## src/rtl/sdram_req_pkg.sv

```systemverilog
// Shared types and constants for the SDRAM burst request master.
package sdram_req_pkg;

  localparam int SDRAM_ADDR_W = 24;
  localparam int SDRAM_DATA_W = 32;

  // Burst sequencer states.
  typedef enum logic [1:0] {
    IDLE,
    ISSUE,
    WAIT,
    DONE
  } state_t;

endpackage

```

## src/rtl/sdram_req_fifo.sv

```systemverilog
// Small synchronous FIFO with a combinational head and an occupancy count.
// DEPTH must be a power of 2 so the pointers wrap naturally.
module sdram_req_fifo #(
  parameter int DEPTH = 4,
  parameter int WIDTH = 32
) (
  input  logic                     clk,
  input  logic                     rst_n,
  input  logic                     push,
  input  logic [WIDTH-1:0]         din,
  input  logic                     pop,
  output logic [WIDTH-1:0]         dout,
  output logic [$clog2(DEPTH):0]   count,
  output logic                     full,
  output logic                     empty
);

  localparam int PTR_W = $clog2(DEPTH);

  logic [WIDTH-1:0] r_mem [DEPTH];
  logic [PTR_W-1:0] r_wr_ptr;
  logic [PTR_W-1:0] r_rd_ptr;
  logic [PTR_W:0]   r_count;
  logic             w_do_push;
  logic             w_do_pop;

  assign full      = (r_count == (PTR_W + 1)'(DEPTH));
  assign empty     = (r_count == '0);
  assign count     = r_count;
  assign w_do_push = push && !full;
  assign w_do_pop  = pop && !empty;
  // Head reads as zero when empty so stale storage never leaks out.
  assign dout      = empty ? '0 : r_mem[r_rd_ptr];

  // Storage write.
  // NOTE: the data array has no reset; only the pointers/count define validity,
  // and leaving it unreset lets it map onto plain registers or LUT RAM.
  always_ff @(posedge clk) begin
    if (w_do_push) begin
      r_mem[r_wr_ptr] <= din;
    end
  end

  // Pointer and occupancy tracking; push+pop in one cycle keeps the count.
  // NOTE: sequential state uses non-blocking (<=) so every register samples
  // pre-edge values, independent of statement order.
  always_ff @(posedge clk or negedge rst_n) begin
    if (!rst_n) begin
      r_wr_ptr <= '0;
      r_rd_ptr <= '0;
      r_count  <= '0;
    end else begin
      if (w_do_push) r_wr_ptr <= r_wr_ptr + PTR_W'(1);
      if (w_do_pop)  r_rd_ptr <= r_rd_ptr + PTR_W'(1);
      case ({w_do_push, w_do_pop})
        2'b10:   r_count <= r_count + (PTR_W + 1)'(1);
        2'b01:   r_count <= r_count - (PTR_W + 1)'(1);
        default: r_count <= r_count;
      endcase
    end
  end

endmodule

```

## src/rtl/sdram_req_master.sv

```systemverilog
// Burst initiator for one SDRAM arbiter client port. Splits a command into
// single-word requests, one outstanding at a time, buffers read data in a
// small FIFO and consumes write data from a valid/ready stream.
// Optional build macro: SDRAM_REQ_PERF_EN adds stall_cnt/req_cnt outputs.
module sdram_req_master
  import sdram_req_pkg::*;
#(
  parameter int LEN_W       = 8,
  parameter int ADDR_STEP   = 4,
  parameter int RFIFO_DEPTH = 4
) (
  input  logic                    clk,
  input  logic                    rst_n,
  input  logic                    cmd_valid,
  output logic                    cmd_ready,
  input  logic                    cmd_rw,
  input  logic [SDRAM_ADDR_W-1:0] cmd_addr,
  input  logic [LEN_W-1:0]        cmd_len,
  input  logic                    wdata_valid,
  output logic                    wdata_ready,
  input  logic [SDRAM_DATA_W-1:0] wdata,
  output logic                    rdata_valid,
  input  logic                    rdata_ready,
  output logic [SDRAM_DATA_W-1:0] rdata,
  output logic                    done,
  output logic [SDRAM_ADDR_W-1:0] sdram_address,
  output logic                    sdram_rw,
  output logic [SDRAM_DATA_W-1:0] sdram_wdata,
  input  logic [SDRAM_DATA_W-1:0] sdram_rdata,
  input  logic                    sdram_busy,
  output logic                    sdram_in_valid,
  input  logic                    sdram_out_valid,
  output logic                    sdram_prefetch_step
`ifdef SDRAM_REQ_PERF_EN
  ,
  output logic [31:0]             stall_cnt,
  output logic [31:0]             req_cnt
`endif
);

  localparam int CNT_W = $clog2(RFIFO_DEPTH) + 1;

  state_t                  r_state;
  state_t                  w_next_state;
  logic                    r_rw;
  logic [SDRAM_ADDR_W-1:0] r_addr;
  logic [LEN_W-1:0]        r_remaining;
  logic                    r_first;
  logic                    r_wait_first;
  logic                    r_in_valid;
  logic [SDRAM_ADDR_W-1:0] r_sdram_addr;
  logic                    r_sdram_rw;
  logic [SDRAM_DATA_W-1:0] r_sdram_wdata;
  logic                    r_prefetch;

  logic                    w_fire;
  logic                    w_wait_exit;
  logic                    w_push;
  logic                    w_pop;
  logic                    w_rd_room;
  logic [CNT_W-1:0]        w_fifo_count;
  logic                    w_fifo_full;
  logic                    w_fifo_empty;

  // Read-data buffer between the arbiter and the accelerator stream.
  sdram_req_fifo #(
    .DEPTH (RFIFO_DEPTH),
    .WIDTH (SDRAM_DATA_W)
  ) u_rfifo (
    .clk   (clk),
    .rst_n (rst_n),
    .push  (w_push),
    .din   (sdram_rdata),
    .pop   (w_pop),
    .dout  (rdata),
    .count (w_fifo_count),
    .full  (w_fifo_full),
    .empty (w_fifo_empty)
  );

  // A read may only issue when its response is guaranteed a FIFO slot.
  assign w_rd_room   = (w_fifo_count < CNT_W'(RFIFO_DEPTH));
  assign w_pop       = rdata_ready && !w_fifo_empty;
  assign rdata_valid = !w_fifo_empty;

  assign sdram_in_valid      = r_in_valid;
  assign sdram_address       = r_sdram_addr;
  assign sdram_rw            = r_sdram_rw;
  assign sdram_wdata         = r_sdram_wdata;
  assign sdram_prefetch_step = r_prefetch;

  // State register.
  always_ff @(posedge clk or negedge rst_n) begin
    if (!rst_n) r_state <= IDLE;
    else        r_state <= w_next_state;
  end

  // Next-state logic.
  // NOTE: every always_comb output gets a default first so no path can
  // leave it unassigned and infer a latch.
  always_comb begin
    w_next_state = r_state;
    case (r_state)
      IDLE:    if (cmd_valid) w_next_state = (cmd_len == '0) ? DONE : ISSUE;
      ISSUE:   if (w_fire) w_next_state = WAIT;
      WAIT:    if (w_wait_exit) w_next_state = (r_remaining == LEN_W'(1)) ? DONE : ISSUE;
      DONE:    w_next_state = IDLE;
      default: w_next_state = IDLE;
    endcase
  end

  // Per-state outputs and handshake decodes.
  always_comb begin
    cmd_ready   = 1'b0;
    done        = 1'b0;
    w_fire      = 1'b0;
    w_wait_exit = 1'b0;
    w_push      = 1'b0;
    case (r_state)
      IDLE:  cmd_ready = 1'b1;
      ISSUE: w_fire = !sdram_busy && (r_rw ? wdata_valid : w_rd_room);
      WAIT: begin
        // Writes ignore the first WAIT cycle while the arbiter raises busy.
        w_wait_exit = r_rw ? (!r_wait_first && !sdram_busy) : sdram_out_valid;
        w_push      = !r_rw && sdram_out_valid;
      end
      DONE:  done = 1'b1;
      default: ;
    endcase
    wdata_ready = w_fire && r_rw;
  end

  // Burst bookkeeping and the registered request bus to the arbiter.
  always_ff @(posedge clk or negedge rst_n) begin
    if (!rst_n) begin
      r_rw          <= 1'b0;
      r_addr        <= '0;
      r_remaining   <= '0;
      r_first       <= 1'b0;
      r_wait_first  <= 1'b0;
      r_in_valid    <= 1'b0;
      r_sdram_addr  <= '0;
      r_sdram_rw    <= 1'b0;
      r_sdram_wdata <= '0;
      r_prefetch    <= 1'b0;
    end else begin
      r_in_valid   <= w_fire;
      r_wait_first <= w_fire;
      if (r_state == IDLE && cmd_valid) begin
        r_rw        <= cmd_rw;
        r_addr      <= cmd_addr;
        r_remaining <= cmd_len;
        r_first     <= 1'b1;
      end
      if (w_fire) begin
        r_sdram_addr <= r_addr;
        r_sdram_rw   <= r_rw;
        r_prefetch   <= !r_first;
        r_first      <= 1'b0;
        if (r_rw) r_sdram_wdata <= wdata;
      end
      if (w_wait_exit) begin
        r_remaining <= r_remaining - LEN_W'(1);
        r_addr      <= r_addr + SDRAM_ADDR_W'(ADDR_STEP);
      end
    end
  end

  // The issue check reserves a slot for every read response.
  assert property (@(posedge clk) disable iff (!rst_n) !(w_push && w_fifo_full));

`ifdef SDRAM_REQ_PERF_EN
  logic [31:0] r_stall_cnt;
  logic [31:0] r_req_cnt;

  assign stall_cnt = r_stall_cnt;
  assign req_cnt   = r_req_cnt;

  // Saturating stall and request counters, cleared only by reset.
  always_ff @(posedge clk or negedge rst_n) begin
    if (!rst_n) begin
      r_stall_cnt <= '0;
      r_req_cnt   <= '0;
    end else begin
      if (r_state == ISSUE && !w_fire && r_stall_cnt != '1) r_stall_cnt <= r_stall_cnt + 32'd1;
      if (r_in_valid && r_req_cnt != '1) r_req_cnt <= r_req_cnt + 32'd1;
    end
  end
`endif

endmodule

```

## config.mk

```make
export PLATFORM = sky130hd
export DESIGN_NAME = sdram_req_master
export DESIGN_NICKNAME = d
export VERILOG_FILES = /design/src/rtl/sdram_req_pkg.sv /design/src/rtl/sdram_req_fifo.sv /design/src/rtl/sdram_req_master.sv
export SDC_FILE = /design/constraint.sdc
export NUM_CORES = 1
export LEC_CHECK = 0
export ABC_AREA = 1
export CORE_MARGIN = 1
export CORE_UTILIZATION = 47
export DETAILED_ROUTE_END_ITERATION = 7
export GPL_TIMING_DRIVEN = 0
export PLACE_DENSITY_LB_ADDON = 0.05
export SETUP_SLACK_MARGIN = 0.5
export SKIP_CTS_REPAIR_TIMING = 1
export SLEW_MARGIN = 20
export SYNTH_ARGS = -nofsm -noshare
export SYNTH_HDL_FRONTEND = slang
export SYNTH_SLANG_ARGS = --single-unit
```

## constraint.sdc

```tcl
create_clock -name clk -period 2.6 [get_ports clk]
set_input_delay 0.52 -clock clk [delete_from_list [all_inputs] [get_ports clk]]
set_output_delay 0.52 -clock clk [all_outputs]
set_load 0.005 [all_outputs]
```

# [Word-level counts from Yosys, hierarchy flattened]
# Memory sizes are Yosys's and may differ from the RTL's.
# Index checks and enable logic that the tools add are counted.
[totals] regBits=102 ramBits=128 in_bits=104 out_inout_bits=95 word_cells=76 memories=1
[memory_table] memory="u_rfifo.r_mem" words=4 width=32 rd=1 rd_ports_with_merged_regs=0 write_ports=1 line_no="sdram_req_fifo.sv:20" source="logic [WIDTH-1:0] r_mem [DEPTH];"
[op_classes] add_sub_neg=6 magnitude_cmp=1 eq_ne=10 n_mux=23 reduce_logical=22
[ops] cell="2-to-1 mux 24 bit" count=2
[ops] cell="2-to-1 mux 32 bit" count=1
[ops] cell="adder 24 x 3 -> 24 bit, second input constant" count=1
[ops] cell="2-to-1 mux 8 bit" count=2
[ops] cell="2-to-1 mux 1 bit" count=11
[ops] cell="2-to-1 mux 2 bit" count=5
[ops] cell="equality test 8 x 1 -> 1 bit, second input constant" count=1
[ops] cell="logical AND 1 bit" count=8
[ops] cell="zero test 8 bit" count=1
[ops] cell="one-hot mux 2 bit (4 select lines)" count=1
[ops] cell="subtractor 8 x 1 -> 8 bit, second input constant" count=1
[ops] cell="equality test 2 bit, second input constant" count=3
[ops] cell="zero test 1 bit" count=6
[ops] cell="inequality test 2 bit, second input constant" count=3
[ops] cell="one-hot mux 3 bit (2 select lines)" count=1
[ops] cell="nonzero test 2 bit" count=3
[ops] cell="adder 2 x 1 -> 2 bit, second input constant" count=2
[ops] cell="equality test 2 x 1 -> 1 bit, second input constant" count=2
[ops] cell="adder 3 x 1 -> 3 bit, second input constant" count=1
[ops] cell="equality test 3 bit, second input constant" count=1
[ops] cell="zero test 3 bit" count=1
[ops] cell="< comparator 3 bit, second input constant" count=1
[ops] cell="AND reduction 3 bit" count=1
[ops] cell="subtractor 3 x 1 -> 3 bit, second input constant" count=1
[ops] cell="2 further kinds" count=2

# [Logic depth before layout (Yosys ltp)]
[logic_depth] depth_word=6 ltp_mapped=10 depth_no_buf=10

# [By module]
# From an unflattened synthesis, not the netlist that was laid out.
[hier_totals] cells_unflattened=1167 area_unflattened_um2=10512.6
[modules_own_cells] mod="sdram_req_fifo" n_inst=1 cells_per_inst=563 area_per_inst_um2=5850.6 seq_area_each_um2=4018.9
[modules_own_cells] mod="sdram_req_master" n_inst=1 cells_per_inst=604 area_per_inst_um2=4662.0 seq_area_each_um2=2377.3

# [Least setup slack after synthesis]
# Ideal clock, no wire load.
[synth_path] path_type="register to register" from="reg r_state[0]" to="mem u_rfifo.r_mem[0][0] (enable)" setup_ns=0.421 arrival_time_ns=2.250 required_ns=2.179 slack_ns=-0.072 path_stages_with_launch=6 n_path_buf=0 synth_period_minus_slack_ns=2.672 path_cell_list="dfrtp_1 -> inv_1 -> nand2_1 -> inv_1 -> nand4_1 -> nor2_1"
[synth_between] elab_chain_cells=5
[synth_lines] element="start, declared" line_no="sdram_req_master.sv:43" source="state_t r_state;"
[synth_lines] element="start signal, assigned" line_no="sdram_req_master.sv:95" source="else r_state <= w_next_state;"
[synth_lines] element="equality test 2 bit" line_no="sdram_req_master.sv:119" source="case (r_state)"
[synth_lines] element="2-to-1 mux 1 bit" line_no="sdram_req_master.sv:119"
[synth_lines] element="logical AND 1 bit" line_no="sdram_req_fifo.sv:30" source="assign w_do_push = push && !full;"
[synth_lines] element="2-to-1 mux 1 bit" line_no="sdram_req_fifo.sv:39" source="if (w_do_push) begin"
[synth_lines] element="2-to-1 mux 1 bit (implied by the code)" line_no="sdram_req_fifo.sv:40" source="r_mem[r_wr_ptr] <= din;"
[synth_lines] element="end, declared" line_no="sdram_req_fifo.sv:20"
# No other way between the ends.

# [Worst setup path after layout]
[layout_path] from="reg u_rfifo.r_rd_ptr[0]" to="out rdata[16]"
[layout_between] elab_chain_cells=2
[layout_lines] element="start, declared" line_no="sdram_req_fifo.sv:22" source="logic [PTR_W-1:0] r_rd_ptr;"
[layout_lines] element="start signal, assigned" line_no="sdram_req_fifo.sv:54" source="if (w_do_pop) r_rd_ptr <= r_rd_ptr + PTR_W'(1);"
[layout_lines] element="memory read (4 x 32 bit)"
[layout_lines] element="2-to-1 mux 32 bit" line_no="sdram_req_fifo.sv:33" source="assign dout = empty ? '0 : r_mem[r_rd_ptr];"
[layout_lines] element="end, declared" line_no="sdram_req_master.sv:24" source="output logic [SDRAM_DATA_W-1:0] rdata,"
# No other way between the ends.

==> impl_metrics.tcl <==
set metrics [dict create \
    n_antenna_cell 0 \
    ys_types 30 \
    cts_sinks 230 \
    internal_power_w 0.01008 \
    timing.fmax_mhz 398.4 \
    setup_slack_ns 0.08989 \
    drive_gt1_share_pct 16.24 \
    die_y_um 147.1 \
    cp.arrival_ns 1.99 \
    synth_seq_cells 230 \
    gp_congestion 0.8613 \
    die_area_um2 21630 \
    yosysTopAreaCellShare_pct 38.86 \
    crit_path_end_kind "primary output" \
    cp_max_fo 10 \
    synth.cell_area_um2 9892 \
    clk_latency_ns 0.51 \
    grt_pass1_vias 7378 \
    min_period_over_period_pct 96.54 \
    pwr-share-comb_pct 42.1 \
    start_util_pct 48.42 \
    hp-class "primary input to async pin" \
    peakVddDrop_mv 0.5692 \
    tightestPinTransition_ns 0.6165 \
    clockBufferDepth 3 \
    drv_slew 0 \
    synthSimpleGateAreaFrac_pct 19.30 \
    vias 7808 \
    boundaryPins 199 \
    critPathKind "flip-flop to primary output" \
    synthAdderAreaFrac_pct 1.214 \
    swShare_pct 34.34 \
    final_nets 1394 \
    rows 52 \
    synth_xor_xnor_area_share_pct 1.240 \
    grt_max_degree 68 \
    yosys_warnings 0 \
    cp-start-kind "flip-flop" \
    antenna_left 0 \
    root_buffer "clkbuf_16" \
    gr-total-overflow 0 \
    cp_data_required_time_ns 2.08 \
    fin_util_pct 67.82 \
    synth_top_family_by_area "simple AND/OR/NAND/NOR gates" \
    yosys.area.top_type "edfxtp_1" \
    routed_wl_mm 25.57 \
    portBuffers 198 \
    htree_levels 1 \
    grt_usage_pct 23.00 \
    vias_per_cell 4.976 \
    fill_cells 1593 \
    core_um2 20430 \
    synth_compound_area_share_pct 8.272 \
    dr.pass1.iters 5 \
    period_needed_ns 2.510 \
    power.density_nw_per_um2 1108 \
    grt_pass1_wl_mm 39.14 \
    fin_skew_ns 0.01417 \
    hold_viol 0 \
    p_clk_share_pct 23.7 \
    synthCells 1015 \
    synth_area_per_cell_um2 9.746 \
    netlist_top_cells_area "edfxtp_1, dfrtp_1, nand2_1" \
    finalNonFillerCells 1569 \
    cts_inserted_buffers 24 \
    fin_setup_tns_ns 0 \
    syn_nets 1128 \
    max_slew_margin_pct 58.86 \
    p_leak_nw 5.908 \
    switchingPower_w 0.005270 \
    max-cap-violations 0 \
    post-place-cells 1488 \
    drtIter0Drc 491 \
    die-width_um 147.1 \
    seq_power_share_pct 34.2 \
    r2r_cells 8 \
    drc 0 \
    drt-wirelength-per-cell_um 16.30 \
    cts_tree "built" \
    setup_viol 0 \
    outcome "finished, final reports clean" \
    hpwl_mm 16.57 \
    synth.mux.area_fraction_pct 0 \
    dp_slack_ns -0.3766 \
    antenna_found_initial 0 \
    syn_to_final_growth_pct 40.07 \
    clkSlewWorstSetupHoldPaths_ns 0.06 \
    ys_seq_area_share_pct 64.66 \
    rsz0062_at_grt "true" \
]
[cells in the mapped netlist]
library cell and count:
nand2_1 272, nor2_1 163, edfxtp_1 128, o21ai_0 105, dfrtp_1 102, inv_1 74
a21oi_1 34, nand3_1 34, buf_2 17, clkbuf_1 12, xor2_1 12, o21ai_1 11
ha_1 8, o211ai_1 8, buf_1 6, buf_6 6, nand4_1 5, inv_2 2
nand3b_1 2, nor2_4 2, nor3_1 2, xnor2_1 2, a22oi_1 1, buf_4 1
clkinv_1 1, clkinv_4 1, fa_1 1, nand2_2 1, nand2_4 1, nor3_2 1
[kinds of logic (layout without fill, tap and decap cells)]
family	after synthesis	count (layout)
AND/OR/NAND/NOR	483	484
adder cells (fa/ha/maj)	9	9
XOR/XNOR	14	14
flip-flops	230	230
buffers and inverters	120	403
AO/OA/AOI/OAI	159	159
[flip-flops by register name, indices dropped and copies added (netlist names)]
register / count
r_first: 1
sdram_rw: 1
r_rw: 1
u_rfifo.r_wr_ptr: 2
sdram_address: 24
r_addr: 24
sdram_wdata: 32
sdram_in_valid: 1
r_state: 2
u_rfifo.r_mem: 128
u_rfifo.r_rd_ptr: 2
r_remaining: 8
u_rfifo.count: 3
sdram_prefetch_step: 1
[layout by cell type (no fill, tap or decap), drive strengths merged]
master,synthesis,final
nand3,34,34
buf,30,104
o21ai,116,116
nor2,165,166
a22oi,1,1
nand4,5,5
xnor2,2,2
clkinvlp,0,1
clkbuf,12,34
nand3b,2,2
xor2,12,12
dfrtp,102,102
dlymetal6s2s,0,11
ha,8,8
o211ai,8,8
bufinv,0,4
edfxtp,128,128
a21oi,34,34
nor3,3,3
fa,1,1
clkinv,2,10
clkdlybuf4s50,0,161
dlygate4sd3,0,1
nand2,274,274
inv,76,77
[layout make-up]
class / instances / area (µm²) / area share (%)
plain buffers: 42 / 425.4 / 3.070
clock buffers: 30 / 674.4 / 4.867
clock inverters: 14 / 171.4 / 1.237
inverters: 78 / 304.0 / 2.194
multi-input cells: 666 / 3174 / 22.91
flip-flops and latches: 230 / 6401 / 46.20
well taps: 270 / 337.8 / 2.438
repair buffers: 239 / 2367 / 17.09
[critical path: stages (launching register included)]
cell and delay [ns]:
dfrtp_2 0.46, buf_6 0.14, clkbuf_16 0.14, buf_4 0.13, buf_12 0.14, nor2_1 0.11
nor2_1 0.04, o21ai_0 0.07, a21oi_1 0.10, buf_2 0.15
[worst paths after layout]
kind | startpoint | to | slack, ns
min in group clk | r_first | sdram_prefetch_step | 0.47
max in group asynchronous | rst_n | r_state[1] | 1.43
setup / recovery | u_rfifo.r_rd_ptr[0] | rdata[16] | 0.09
hold reg to reg | r_first | sdram_prefetch_step | 0.47
hold / removal | rst_n | sdram_wdata[26] | 0.47
setup reg to reg | r_state[0] | u_rfifo.r_mem[3][1] | 0.63
[stage by stage]
| step | hold slack (ns) | area, µm² | power (W) |
|---|---|---|---|
| after global placement | 0.4371 | 12220 | 0.01087 |
| final | 0.4687 | 13860 | 0.01535 |
| after floorplan | 0.2244 | 9902 | 0.008064 |
| after global routing | 0.4719 | 13860 | 0.01635 |
| after detailed placement | 0.4393 | 12350 | 0.01100 |
| after CTS | -0.1111 | 13200 | 0.01467 |
[per-layer routing]
| layer | track usage [%] | vias up | wire length, µm |
|---|---|---|---|
| met5 | 0 | - | 0 |
| met4 | 7.165 | 0 | 428 |
| met3 | 3.540 | 30 | 1544 |
| met2 | 38.87 | 228 | 12960 |
| met1 | 30.57 | 3688 | 10650 |
| li1 | - | 3862 | - |
[power groups by stage]
stage	logic (W)	registers, W	clock network, W
finish	0.00646	0.00525	0.00364
global route	0.00716	0.00535	0.00384
CTS	0.00574	0.00523	0.00370
detailed placement	0.00571	0.00529	0
global placement	0.00558	0.00528	0
floorplan	0.00284	0.00522	0
(Power assumes the default switching activity.)
